$ cat config.mk
export PLATFORM = sky130hd
export DESIGN_NAME = mux_scan_ctrl_flat
export DESIGN_NICKNAME = d
export VERILOG_FILES = /design/src/rtl/mux_scan_ctrl_pkg.sv /design/src/rtl/mux_scan_ctrl_if.sv /design/src/rtl/mux_scan_ctrl_mux.sv /design/src/rtl/mux_scan_ctrl.sv /design/src/flat_wrapper.sv
export SDC_FILE = /design/constraint.sdc
export NUM_CORES = 1
export LEC_CHECK = 0
export CORE_UTILIZATION = 30
export CTS_CLUSTER_SIZE = 24
export DETAILED_ROUTE_END_ITERATION = 12
export GPL_TIMING_DRIVEN = 1
export MAX_ROUTING_LAYER = met4
export PLACE_DENSITY = 0.72
export SLEW_MARGIN = 20
export SYNTH_ARGS = -nofsm -noshare
export SYNTH_HDL_FRONTEND = slang
export SYNTH_SLANG_ARGS = --single-unit
$ cat constraint.sdc
create_clock -name clk -period 1.9 [get_ports clk]
set_clock_uncertainty 0.1 [all_clocks]
set_input_delay 0.38 -clock clk [delete_from_list [all_inputs] [get_ports clk]]
set_output_delay 0.38 -clock clk [all_outputs]
set_load 0.01 [all_outputs]
$ cat src/rtl/mux_scan_ctrl_pkg.sv
// Shared types and constants for the round-robin scan controller.
// Holds the state encoding, channel indices and the mux select table.
package mux_scan_ctrl_pkg;

   typedef enum logic {
      IDLE = 1'b0,
      SEND = 1'b1
   } state_t;

   localparam logic [1:0] CH_A = 2'd0;
   localparam logic [1:0] CH_B = 2'd1;
   localparam logic [1:0] CH_C = 2'd2;
   localparam logic [1:0] CH_D = 2'd3;

   typedef struct packed {
      logic sel1;
      logic sel2;
      logic sel3;
   } sel_t;

   // Selects that no level of the mux tree looks at are driven 0.
   function automatic sel_t sel_of(logic [1:0] ch);
      sel_t s;
      s = '0;
      unique case (ch)
         CH_A: s = '{sel1: 1'b1, sel2: 1'b0, sel3: 1'b1};
         CH_B: s = '{sel1: 1'b0, sel2: 1'b0, sel3: 1'b1};
         CH_C: s = '{sel1: 1'b0, sel2: 1'b1, sel3: 1'b0};
         CH_D: s = '{sel1: 1'b0, sel2: 1'b0, sel3: 1'b0};
         default: s = '0;
      endcase
      return s;
   endfunction

   function automatic logic [3:0] onehot(logic [1:0] ch);
      return 4'b0001 << ch;
   endfunction

endpackage

$ cat src/rtl/mux_scan_ctrl_if.sv
// Channel inputs and output stream of the scan controller.
// master = controller side, slave = source/consumer side.
interface mux_scan_ctrl_if;

   logic [7:0] a;
   logic [7:0] b;
   logic [7:0] c;
   logic [7:0] d;
   logic [3:0] req;
   logic       out_ready;
   logic [7:0] out_data;
   logic       out_valid;
   logic [3:0] grant;
   logic [1:0] cur_ch;
   logic [7:0] xfer_cnt;

   modport master (
      input  a, b, c, d, req, out_ready,
      output out_data, out_valid, grant, cur_ch, xfer_cnt
   );

   modport slave (
      output a, b, c, d, req, out_ready,
      input  out_data, out_valid, grant, cur_ch, xfer_cnt
   );

endinterface

$ cat src/rtl/mux_scan_ctrl_mux.sv
// Two-level 4:1 byte mux: sel1 picks a/b, sel2 picks c/d,
// sel3 picks between the two pairs.
module Mux_8bits (
   input  logic [7:0] a,
   input  logic [7:0] b,
   input  logic [7:0] c,
   input  logic [7:0] d,
   input  logic       sel1,
   input  logic       sel2,
   input  logic       sel3,
   output logic [7:0] f
);

   logic [7:0] ab;
   logic [7:0] cd;

   assign ab = sel1 ? a : b;
   assign cd = sel2 ? c : d;
   assign f  = sel3 ? ab : cd;

endmodule

$ cat src/rtl/mux_scan_ctrl.sv
// Round-robin 4-channel byte scanner with a valid/ready output
// stage and a count of completed handshakes.
module mux_scan_ctrl
   import mux_scan_ctrl_pkg::*;
(
   input  logic             clk,
   input  logic             rst,
   mux_scan_ctrl_if.master  bus
);

   state_t     state;
   state_t     nxt;
   logic [1:0] last;
   logic [1:0] winner;
   logic [1:0] idx;
   logic       hit;
   logic       capture;
   logic       done;
   sel_t       sel;
   logic [7:0] f;

   // Search upward from last+1 so the previous winner goes last.
   always_comb begin
      winner = last;
      hit    = 1'b0;
      idx    = last;
      for (int i = 1; i <= 4; i++) begin
         idx = last + 2'(i);
         if (!hit && bus.req[idx]) begin
            winner = idx;
            hit    = 1'b1;
         end
      end
   end

   assign sel = sel_of(winner);

   Mux_8bits u_mux (
      .a    (bus.a),
      .b    (bus.b),
      .c    (bus.c),
      .d    (bus.d),
      .sel1 (sel.sel1),
      .sel2 (sel.sel2),
      .sel3 (sel.sel3),
      .f    (f)
   );

   always_ff @(posedge clk) begin
      if (rst) state <= IDLE;
      else     state <= nxt;
   end

   always_comb begin
      nxt = state;
      unique case (state)
         IDLE:    nxt = hit ? SEND : IDLE;
         SEND:    nxt = bus.out_ready ? IDLE : SEND;
         default: nxt = IDLE;
      endcase
   end

   always_comb begin
      capture = 1'b0;
      done    = 1'b0;
      unique case (state)
         IDLE:    capture = hit;
         SEND:    done    = bus.out_ready;
         default: ;
      endcase
   end

   always_ff @(posedge clk) begin
      if (rst) begin
         bus.out_data  <= 8'h00;
         bus.out_valid <= 1'b0;
         bus.grant     <= 4'b0000;
         bus.cur_ch    <= CH_A;
         bus.xfer_cnt  <= 8'h00;
         last          <= CH_D;
      end else begin
         bus.grant <= 4'b0000;
         if (capture) begin
            bus.out_data  <= f;
            bus.out_valid <= 1'b1;
            bus.cur_ch    <= winner;
            bus.grant     <= onehot(winner);
         end
         if (done) begin
            bus.out_valid <= 1'b0;
            bus.xfer_cnt  <= bus.xfer_cnt + 8'd1;
            last          <= bus.cur_ch;
         end
      end
   end

endmodule
$ cat src/flat_wrapper.sv
// flat-port wrapper written by rule: the top's interface ports become plain ports
module mux_scan_ctrl_flat import mux_scan_ctrl_pkg::*;
  (clk, rst, bus_a, bus_b, bus_c, bus_d, bus_req, bus_out_ready, bus_out_data, bus_out_valid, bus_grant, bus_cur_ch, bus_xfer_cnt);
  mux_scan_ctrl_if bus_i ();
  input  logic clk;
  input  logic rst;
  input wire logic [$bits(bus_i.a)-1:0] bus_a;
  input wire logic [$bits(bus_i.b)-1:0] bus_b;
  input wire logic [$bits(bus_i.c)-1:0] bus_c;
  input wire logic [$bits(bus_i.d)-1:0] bus_d;
  input wire logic [$bits(bus_i.req)-1:0] bus_req;
  input wire logic [$bits(bus_i.out_ready)-1:0] bus_out_ready;
  output wire logic [$bits(bus_i.out_data)-1:0] bus_out_data;
  output wire logic [$bits(bus_i.out_valid)-1:0] bus_out_valid;
  output wire logic [$bits(bus_i.grant)-1:0] bus_grant;
  output wire logic [$bits(bus_i.cur_ch)-1:0] bus_cur_ch;
  output wire logic [$bits(bus_i.xfer_cnt)-1:0] bus_xfer_cnt;
  assign bus_i.a = bus_a;
  assign bus_i.b = bus_b;
  assign bus_i.c = bus_c;
  assign bus_i.d = bus_d;
  assign bus_i.req = bus_req;
  assign bus_i.out_ready = bus_out_ready;
  assign bus_out_data = bus_i.out_data;
  assign bus_out_valid = bus_i.out_valid;
  assign bus_grant = bus_i.grant;
  assign bus_cur_ch = bus_i.cur_ch;
  assign bus_xfer_cnt = bus_i.xfer_cnt;
  mux_scan_ctrl u_core (.clk(clk), .rst(rst), .bus(bus_i));
endmodule
=== After elaboration in Yosys (flattened, before gate mapping) ===
Cells that the tools add are included.

* Flip-flop bits (word level): 26
* Input bits: 39
* Output and inout bits: 23
* Word-level logic and storage cells: 55

* Add/sub/neg operators: 4
* Order comparisons: 4
* Eq/ne operators: 3
* Shift-type cells: 1
* Multiplexer cells: 25
* Bitwise logic cells: 2
* Reduce and logical (&&, ||, !) cells: 9

{| class="wikitable"
|+ Operators with widths
! cell !! count
|-
| two-way mux 8 bit || 3
|-
| less-than comparator 2 x 3 -> 1 bit, second input constant || 4
|-
| two-way mux 1 bit || 12
|-
| case mux 3 bit (4 select lines) || 1
|-
| adder 8 x 1 -> 8 bit, second input constant || 1
|-
| binary-select mux 1 bit (select 2 bit) || 4
|-
| two-way mux 2 bit || 4
|-
| adder 2 bit, second input constant || 2
|-
| == test 2 bit, second input constant || 2
|-
| OR reduction 2 bit || 2
|-
| << shifter 1 x 2 -> 4 bit, first input constant || 1
|-
| logical AND 1 bit || 3
|-
| logical NOT 1 bit || 3
|-
| adder 2 x 1 -> 2 bit, second input constant || 1
|-
| == test 2 x 1 -> 1 bit, second input constant || 1
|-
| logical NOT 2 bit || 1
|-
| NOT 1 bit || 2
|-
| case mux 1 bit (2 select lines) || 1
|}

=== Depth between registers and ports, before layout ===
* Depth after elaboration: 17
* Gate-level depth with buffers: 6
* Mapped depth without buffers: 5

=== Hierarchy ===
From an unflattened synthesis, not the netlist that was laid out.

* Cells, all modules: 145
* Area total of the unflattened synthesis: 1,370.1 µm²

{| class="wikitable"
|+ By module, submodules not included
! module !! instances !! cells each !! area each (µm²) !! seq. area each (µm²)
|-
| mux_scan_ctrl || 1 || 118 || 1,102.3 || 520.5
|-
| Mux_8bits || 1 || 27 || 267.8 || 0.0
|}

=== Least setup slack after synthesis ===
No wires, ideal clock.

* Kind: in2reg
* Start: input bus_req[3]
* End: register u_core.bus.out_data[1]
* Arrival time: 1.453 ns
* Setup slack: 0.211 ns
* Stages on the path: 6
* Buffers on the path: 1
* Path through: nor2b_1 > a21o_1 > a221oi_4 > buf_8 > mux2i_1 > o221ai_1

* Cells in the longest elaborated chain, start to end: 16
* Elaborated cells between the ends (all ways): 31

{| class="wikitable"
|+ Ends and longest elaborated chain
! element !! line !! text
|-
| start: declaration || flat_wrapper.sv:11 || <nowiki>input wire logic [$bits(bus_i.req)-1:0] bus_req;</nowiki>
|-
| binary-select mux 1 bit (select 2 bit) || mux_scan_ctrl.sv:29 || <nowiki>if (!hit && bus.req[idx]) begin</nowiki>
|-
| two-way mux 1 bit (implied by the code) || mux_scan_ctrl.sv:29 ||
|-
| two-way mux 1 bit || mux_scan_ctrl.sv:29 ||
|-
| logical NOT 1 bit || mux_scan_ctrl.sv:29 ||
|-
| logical AND 1 bit || mux_scan_ctrl.sv:29 ||
|-
| two-way mux 1 bit || mux_scan_ctrl.sv:29 ||
|-
| logical NOT 1 bit || mux_scan_ctrl.sv:29 ||
|-
| logical AND 1 bit || mux_scan_ctrl.sv:29 ||
|-
| two-way mux 1 bit || mux_scan_ctrl.sv:29 ||
|-
| logical NOT 1 bit || mux_scan_ctrl.sv:29 ||
|-
| logical AND 1 bit || mux_scan_ctrl.sv:29 ||
|-
| two-way mux 2 bit || mux_scan_ctrl.sv:29 ||
|-
| == test 2 bit, or another cell as far along || mux_scan_ctrl_pkg.sv:25 || <nowiki>unique case (ch)</nowiki>
|-
| case mux 3 bit (4 select lines) || mux_scan_ctrl_pkg.sv:25 ||
|-
| two-way mux 8 bit (on tied branches) || mux_scan_ctrl_mux.sv:18, mux_scan_ctrl_mux.sv:17 ||
|-
| two-way mux 8 bit || mux_scan_ctrl_mux.sv:19 || <nowiki>assign f = sel3 ? ab : cd;</nowiki>
|-
| end signal: assignment || mux_scan_ctrl.sv:75 || <nowiki>bus.out_data <= 8'h00;</nowiki>
|-
| end signal: assignment || mux_scan_ctrl.sv:84 || <nowiki>bus.out_data <= f;</nowiki>
|-
| end: declaration || mux_scan_ctrl_if.sv:19 || <nowiki>output out_data, out_valid, grant, cur_ch, xfer_cnt</nowiki>
|}

Several ways; a longest one is shown, not always the timed one. The select of a mux whose other input is x is not followed.
A chain may end at the register's enable or synchronous reset.

=== Final worst setup path ===
* Start: input bus_req[3]
* End: register u_core.bus.out_data[2]

The elaborated chain is that of the path after synthesis.

==> flow_summary.toml <==
[cells_and_area]
fin_nets = 247
diodes = 0
nFillCells = 354
fin_area_um2 = 2081
drive_gt1_share_pct = 12.14
final_cell_mix = "57 x clkdlybuf4s50_1, 25 x dfxtp_1, 22 x nand2_1, 16 x mux2i_1, 13 x buf_4"
final_common_cell = "clkdlybuf4s50_1"
area_growth_pct = 74.69
post-route-util_pct = 55.58

[min_path]
min_path_type = "reg -> reg"
min_from = "u_core.bus.cur_ch[1]"
hold_depth = 2
min_to = "u_core.bus.cur_ch[1]"

[cts]
clock_latency_ps = 270
root_buffer = "clkbuf_8"
ctsLongestPathBuffers = 2
cts_sinks = 26
cts_tree = "built"
htree_num_levels = 1
cts.clk_slew.worst_paths_ps = 80
cts-buffers-inserted = 3

[timing]
fmax_ghz = 0.5466
slew_viol_final = 0
slew_headroom_pct = 77.28
final-setup-viol-count = 0
worst_pin_slew_ps = 338.2
hold_ws_ps = 370.3
period_minus_slack_ps = 1830
rsz0062_at_grt = "false"
finalHoldViolCount = 0
post-route-period-util_pct = 96.29

[synth]
synth_warnings = 0
synth-async-reset-ratio_pct = 0
synth_area_um2 = 1191
syn_area_per_cell_um2 = 9.306
synth-seq-cells = 26
ys_top_cells_by_area = "dfxtp_1 44%, mux2i_1 13%, nand2_1 6.9%"
yosysUniqueCellTypes = 29
synth_area_leader_cell = "dfxtp_1"
yosysSeqAreaShare_pct = 43.70
synth_top_cell_area_share_pct = 43.70
synthFlopType = "dfxtp_1"
syn_nets = 168
syn_inst = 128
synth_edf_count = 0

[global_route]
grtUsageTotal_pct = 17.39
grt_pass1_wl_mm = 5.589
grt_max_degree = 16
grt_pass1_vias = 1239
antenna_found_initial = 0
overflow = 0

[routing]
via_per_inst = 4.693
wl_per_cell_um = 13.01
drcViolationCount = 0
drtIter0Drc = 28
dr.pass1.iters = 4
wirelength_mm = 3.304
ant_nets = 0
num_vias = 1192

[worst_setup_path]
worstPathArrival_ps = 1870
ff2ff_setup_slack_ps = 110
worstSetupPathType = "in -> reg"
end_kind = "flip-flop"
start_kind = "input pin"
ff2ff_path_depth = 7
reg2reg_from = "u_core.last[0]"
required_ps = 1940
r2r_end = "u_core.bus.out_data[2]"
cp_max_fo = 7

[power_and_ir_drop]
vdd_ir_drop_max_mv = 0.6152
power.density_nw_per_um2 = 702.6
total_power_mw = 1.462
p_leak_nw = 0.8643

[placed_design]
portBuffers = 61
post_dp_cell_area_um2 = 1957
gp_congestion = 0.7860
hpwl_mm = 2.419

[flow_run]
cap_violations = 0

[die]
dieArea_um2 = 4226
core_area_um2 = 3744
initial_core_util_pct = 31.82
dieHeight_um = 65.01
die_x_um = 65.01
placementRows = 22
pin_count = 62

[outcome]
status = "completed"
routing by layer:
metal / wire length [um] / GRT usage [%]
met1: 1507 / 20.56
met2: 1685 / 30.34
met3: 95 / 3.345
met4: 16 / 4.076
met5: 0 / -
cells by family (layout without fill, tap and decap cells):
family	after synthesis	after routing	share of synthesized area, %
buffers and inverters	6	84	3.571
muxes	16	16	13.45
DFF	26	26	43.70
and+or+nand+nor	51	51	19.75
xor gates and xnor gates	5	5	3.676
adders and majority gates	1	1	1.050
AOI/OAI and AO/OA	23	23	14.81
per-stage QoR:
stage	setup TNS (ps)	instances	setup slack, ps
after global placement	-2453	247	-268.1
after global routing	0	254	7.671
after CTS	0	254	37.00
after detailed placement	-2708	247	-312.6
after floorplan	0	128	210.9
final	0	254	70.41
area by class of cell:
type	count	area (um^2)	share of cell area (%)
repair buffers	78	782.0	37.58
well taps	48	60.06	2.886
clock buffers	3	41.29	1.984
multi-input cells	96	635.6	30.55
flip-flops and latches	26	524.3	25.20
inverters	2	7.507	0.3608
clock inverters	1	30.03	1.443
critical path, stage by stage:
cell	delay [ps]
dlygate4sd2_1	250
nor2b_4	130
a21o_1	170
a221oi_4	330
buf_6	160
buf_16	120
mux2i_1	180
o221ai_1	140
cell usage after synthesis, drive strengths merged (3+ instances only):
master and instances:
nand2 22, nand4 3, xor2 4, o21ai 5, mux2i 16, a21oi 5
buf 3, nor2 13, o221ai 8, and3 3, dfxtp 26
sequential cells by signal, summed over array words and instances, names as in the netlist:
register and flops:
u_core.state 1, u_core.bus.out_valid 1, u_core.bus.grant 4, u_core.bus.cur_ch 2, u_core.bus.xfer_cnt 8, u_core.last 2
u_core.bus.out_data 8
repair_timing:
action,CTS,global route
setup buffers,2,0
pin swaps,2,0
hold buffers,0,0
endpoints found under the setup margin,4,8
gates cloned,1,0
resized for setup,8,2
how the worst max path moves through the flow:
stage / from / slack (ps) / endpoint
6_report: bus_req[3] / 70 / u_core.bus.out_data[2]
3_3_place_gp: bus_req[3] / -270 / u_core.bus.out_data[1]
2_1_floorplan: bus_req[3] / 210 / u_core.bus.out_data[1]
5_1_grt: bus_req[3] / 8 / u_core.bus.out_data[2]
3_5_place_dp: bus_req[3] / -310 / u_core.bus.out_data[1]
4_1_cts: u_core.last[0] / 40 / u_core.bus.out_data[2]
report_power, final:
part | internal [mW] | total [mW] | switching, mW
combinational | 0.248 | 0.397 | 0.149
sequential | 0.586 | 0.614 | 0.0287
clock | 0.282 | 0.451 | 0.169
Power figures use the tool's default switching activity.
